[src/rtl/id_ex_reg_pkg.sv]
// Shared constants for the ID/EX pipeline register and the hazard unit.
// Tnew values count the cycles from ID until the instruction's result exists.
package id_ex_reg_pkg;

  localparam int unsigned TNEW_W = 2;

  localparam logic [31:0] NOP_INSTR = 32'h0000_0000;

  localparam logic [TNEW_W-1:0] TNEW_NONE = 2'd0;
  localparam logic [TNEW_W-1:0] TNEW_ALU  = 2'd1;
  localparam logic [TNEW_W-1:0] TNEW_LOAD = 2'd2;

  localparam logic [31:0] BUBBLE_CNT_MAX = 32'hFFFF_FFFF;

endpackage

[src/rtl/id_ex_reg_pipe_field.sv]
// One pipeline field: synchronous reset to zero, synchronous clear to CLR_VAL,
// otherwise load. Priority is reset > clear > load.
module pipe_field_reg #(
  parameter int unsigned    W       = 32,
  parameter logic [W-1:0]   CLR_VAL = '0
) (
  input  logic         clk,
  input  logic         reset,
  input  logic         clear,
  input  logic         load,
  input  logic [W-1:0] d,
  output logic [W-1:0] q
);

  always_ff @(posedge clk) begin
    if (reset) begin
      q <= '0;
    end else if (clear) begin
      q <= CLR_VAL;
    end else if (load) begin
      q <= d;
    end
  end

endmodule

[src/rtl/id_ex_reg.sv]
// ID/EX pipeline register: one-cycle capture of decoded state, bubble insertion
// on stall, residual Tnew tracking and a saturating bubble counter.
module id_ex_reg
  import id_ex_reg_pkg::*;
#(
  parameter int unsigned DW = 32,
  parameter int unsigned AW = 5,
  parameter int unsigned TW = 2
) (
  input  logic          clk,
  input  logic          reset,
  input  logic          stall,
  input  logic [DW-1:0] instr_D,
  input  logic [DW-1:0] pc8_D,
  input  logic [DW-1:0] rs_data_D,
  input  logic [DW-1:0] rt_data_D,
  input  logic [DW-1:0] ext_D,
  input  logic [AW-1:0] a3_D,
  input  logic [TW-1:0] tnew_D,
  output logic [DW-1:0] instr_E,
  output logic [DW-1:0] pc8_E,
  output logic [DW-1:0] rs_data_E,
  output logic [DW-1:0] rt_data_E,
  output logic [DW-1:0] ext_E,
  output logic [AW-1:0] a3_E,
  output logic [TW-1:0] tnew_E,
  output logic          valid_E,
  output logic          ready_E,
  output logic [31:0]   bubble_cnt
);

  logic [TW-1:0] tnew_next;
  logic          valid_q;
  logic [31:0]   bubble_q;

  // One stage elapses between ID and EX; an instruction with no writer has nothing pending.
  always_comb begin
    tnew_next = TW'(TNEW_NONE);
    if ((a3_D != '0) && (tnew_D != '0)) begin
      tnew_next = tnew_D - 1'b1;
    end
  end

  pipe_field_reg #(.W(DW), .CLR_VAL(DW'(NOP_INSTR))) u_instr (
    .clk(clk), .reset(reset), .clear(stall), .load(1'b1), .d(instr_D), .q(instr_E)
  );

  pipe_field_reg #(.W(DW)) u_pc8 (
    .clk(clk), .reset(reset), .clear(stall), .load(1'b1), .d(pc8_D), .q(pc8_E)
  );

  pipe_field_reg #(.W(DW)) u_rs_data (
    .clk(clk), .reset(reset), .clear(stall), .load(1'b1), .d(rs_data_D), .q(rs_data_E)
  );

  pipe_field_reg #(.W(DW)) u_rt_data (
    .clk(clk), .reset(reset), .clear(stall), .load(1'b1), .d(rt_data_D), .q(rt_data_E)
  );

  pipe_field_reg #(.W(DW)) u_ext (
    .clk(clk), .reset(reset), .clear(stall), .load(1'b1), .d(ext_D), .q(ext_E)
  );

  pipe_field_reg #(.W(AW)) u_a3 (
    .clk(clk), .reset(reset), .clear(stall), .load(1'b1), .d(a3_D), .q(a3_E)
  );

  pipe_field_reg #(.W(TW), .CLR_VAL(TW'(TNEW_NONE))) u_tnew (
    .clk(clk), .reset(reset), .clear(stall), .load(1'b1), .d(tnew_next), .q(tnew_E)
  );

  always_ff @(posedge clk) begin
    if (reset) begin
      valid_q <= 1'b0;
    end else begin
      valid_q <= ~stall;
    end
  end

  always_ff @(posedge clk) begin
    if (reset) begin
      bubble_q <= '0;
    end else if (stall && (bubble_q != BUBBLE_CNT_MAX)) begin
      bubble_q <= bubble_q + 32'd1;
    end
  end

  assign valid_E    = valid_q;
  assign bubble_cnt = bubble_q;
  assign ready_E    = valid_q & (a3_E != '0) & (tnew_E == '0);

endmodule

[config.mk]
export PLATFORM = sky130hd
export DESIGN_NAME = id_ex_reg
export DESIGN_NICKNAME = d
export VERILOG_FILES = /design/src/rtl/id_ex_reg_pkg.sv /design/src/rtl/id_ex_reg_pipe_field.sv /design/src/rtl/id_ex_reg.sv
export SDC_FILE = /design/constraint.sdc
export NUM_CORES = 1
export LEC_CHECK = 0
export CORE_AREA = 4 4 144 146
export DETAILED_ROUTE_END_ITERATION = 12
export DIE_AREA = 0 0 148 150
export GPL_TIMING_DRIVEN = 1
export PLACE_DENSITY = 0.79
export SYNTH_ARGS = -nofsm -noshare
export SYNTH_HDL_FRONTEND = slang
export SYNTH_HIERARCHICAL = 1
export SYNTH_SLANG_ARGS = --single-unit
[constraint.sdc]
create_clock -name clk -period 3.6 [get_ports clk]
set_input_delay 1.08 -clock clk [delete_from_list [all_inputs] [get_ports clk]]
set_output_delay 1.08 -clock clk [all_outputs]
set_load 0.01 [all_outputs]
==> run metrics <==
status finished clean; Tmin final 3214 ps; Hold Fails Final Rpt 0; I/O pins 371; # DRC 0; Final period util 0.8928; setup ws final 386.0 ps; CTS tree built; # hold bufs at CTS 0; number of synthesized flops with an enable pin 0; Num CTS Buffers 17; worst r2r path cells 6; Synth Instances 773; Root Buffer clkbuf_16; Buf/Inv on CP 1; Setup crit end kind output port; pin count of the biggest net entering global routing 33; Reg-to-Reg End bubble_cnt[0]; crit path to ready_E; Startpoint Class register; Synth top cells by count dfxtp_1 (200), nor2_1 (182), mux2i_1 (167); critical-path maximum fanout 3; ys flop type dfxtp_1; CP Data Required Time 2520 ps; Antenna Cells 0; share of layout cells above drive strength 1 0.04573; Area contributors post-synth dfxtp_1 (51%), mux2i_1 (21%), nor2_1 (8.6%), buf_6 (2.8%), buf_4 (2.0%); Post-CTS Setup Bufs 0; Place WS 397.0 ps; Buffers on Ports 370; Initial Util 0.4074; CP startpoint u_a3/q[0]; Die Y 150 µm; PwrDens 394.7 nW/µm²; first-pass GRT wire length 37.51 mm; maxcap violations 0; Slew HR 0.4600; Distinct cells, synth 44; Clock Latency Late Sink 420 ps; Routed Antenna Nets 0; Pre-antenna DRT Iters 4; Slowest-stage cell, CP or4_1; initial antenna violation count 0; die area 22200 µm²; Cell Area, Placed 11590 µm²; drt via density 4.872; Synth area leader dfxtp_1; # H-tree levels 4; Max stage delay on crit path 540 ps; cell family contributing the most delay on the critical path simple AND/OR/NAND/NOR gates; Die W 148 µm; routed len/inst 17.50 µm; num rows 51; RSZ-0062 raised after global routing no; most common cell in the netlist dfxtp_1; Critical Path AT 2130 ps; Detailed Route WL 24.54 mm; Reg clk slew, reported paths 70 ps; area fraction of the dominant cell type after synthesis 0.5066; leakage power 4.824 nW; Starting DRT DRC Count 264; number of global-route vias before repair 6671; critical path depth 4; VDD IR max 0.0003081 V; CTS Sinks 200; Layout Area Growth over Synthesis 54.10%; ys async rst share 0; final core utilization 0.6278; sequential area share after synthesis 0.5066; Reg2Reg Launch Point bubble_cnt[20]; Final Instance Area 12180 µm²; dpl hpwl 18.61 mm; post-synthesis cell area 7903 µm²; worst hold path type reg2reg; GPL Wtd Cong 0.8289; worst-margin pin slew 809.3 ps; Final Skew 13.76 ps; Slew Viols, Final 0; Mean Syn Cell Area 10.22 µm²; Tot GR Track Use 0.2127; YS warnings 6; FF+latch count, synth 200; Layout Nets 1296; critical path type reg2out; clock buffer depth 2; max frequency 311.1 MHz; total chip power 4.807 mW; cell chain of the critical path or4_1 -> nor2_1 -> nor4b_1 -> clkdlybuf4s50_1; R2R setup slack 1400 ps; Resize count post-CTS 0; setup TNS 0 ps; number of setup violations in the final report 0; global route overflow 0; Vias 6830; core footprint 19400 µm²
[flip-flops by register name, indices dropped and copies added (netlist names)]
signal / cells
u_instr/q: 32
u_pc8/q: 32
u_rt_data/q: 32
valid_E: 1
u_rs_data/q: 32
u_a3/q: 5
bubble_cnt: 32
u_tnew/q: 2
u_ext/q: 32
[per-stage QoR]
step | hold WS (ps) | instances
floorplan | 504.3 | 780
global placement | 489.0 | 1370
detailed placement | 505.7 | 1370
CTS | 518.1 | 1402
global route | 546.2 | 1402
finish | 514.6 | 1402
[layout by cell type (no fill, tap or decap), types with 2 or more instances in the layout]
| cell | Yosys | layout |
|---|---|---|
| a211oi_1 | 2 | 2 |
| a21oi_1 | 25 | 25 |
| and2_1 | 2 | 2 |
| and3_1 | 5 | 5 |
| and4_1 | 6 | 6 |
| buf_4 | 21 | 9 |
| clkbuf_16 | 0 | 17 |
| clkbuf_8 | 0 | 2 |
| clkdlybuf4s50_1 | 0 | 369 |
| clkinv_4 | 0 | 3 |
| clkinvlp_4 | 0 | 3 |
| conb_1 | 1 | 8 |
| dfxtp_1 | 200 | 200 |
| ha_1 | 2 | 2 |
| inv_1 | 5 | 5 |
| inv_6 | 0 | 2 |
| inv_8 | 0 | 2 |
| mux2_2 | 4 | 4 |
| mux2i_1 | 167 | 167 |
| nand2_1 | 14 | 14 |
| nand3_1 | 12 | 12 |
| nand4_1 | 9 | 9 |
| nor2_1 | 182 | 182 |
| nor2b_1 | 4 | 4 |
| nor3_1 | 12 | 12 |
| nor4_1 | 3 | 3 |
| o21ai_0 | 4 | 4 |
| o31ai_1 | 17 | 17 |
| or2_1 | 5 | 5 |
| or3_1 | 3 | 3 |
| or4_1 | 19 | 19 |
[tightest hold or removal path: stages (launching register included)]
cell     delay, ps
dfxtp_1        340
o31ai_1         70
a21oi_1         60
[worst min path at each step]
stage / cells past startpoint / to / from
CTS: 2 / bubble_cnt[27] / bubble_cnt[27]
floorplan: 2 / bubble_cnt[23] / bubble_cnt[23]
global placement: 2 / bubble_cnt[23] / bubble_cnt[23]
finish: 2 / bubble_cnt[27] / bubble_cnt[27]
global route: 2 / bubble_cnt[23] / bubble_cnt[23]
detailed placement: 2 / bubble_cnt[27] / bubble_cnt[27]
[routing by layer]
metal / GRT usage / vias up / share of wire / routed length (µm)
met5: 0 / - / 0 / 0
met4: 0.07806 / 0 / 0.028 / 698
met3: 0.06753 / 40 / 0.082 / 2005
met2: 0.3633 / 249 / 0.50 / 12210
met1: 0.2514 / 3175 / 0.39 / 9627
li1: - / 3366 / - / -
[where the power goes]
part | switching (mW) | internal [mW]
combinational | 0.234 | 0.368
clock | 0.880 | 1.02
sequential | 0.0338 | 2.27
total | 1.15 | 3.66
[cell type report]
class | count | area (µm²)
clock buffers | 20 | 456.7
clock inverters | 12 | 135.1
fillers | 1675 | 7221
inverters | 5 | 18.77
multi-input cells | 521 | 3466
flip-flops and latches | 200 | 4004
well taps | 265 | 331.6
repair buffers | 379 | 3766
[cells by family after synthesis]
group / Yosys count / share of synthesized area
muxes: 171 / 0.2172
AOI/OAI and AO/OA: 51 / 0.03927
other: 1 / 0.0004745
DFF: 200 / 0.5066
xor gates and xnor gates: 1 / 0.001108
buffers and inverters: 59 / 0.05811
adders and majority gates: 2 / 0.003166
and+or+nand+nor: 288 / 0.1740
No activity file was read; power rests on OpenSTA's default activity.
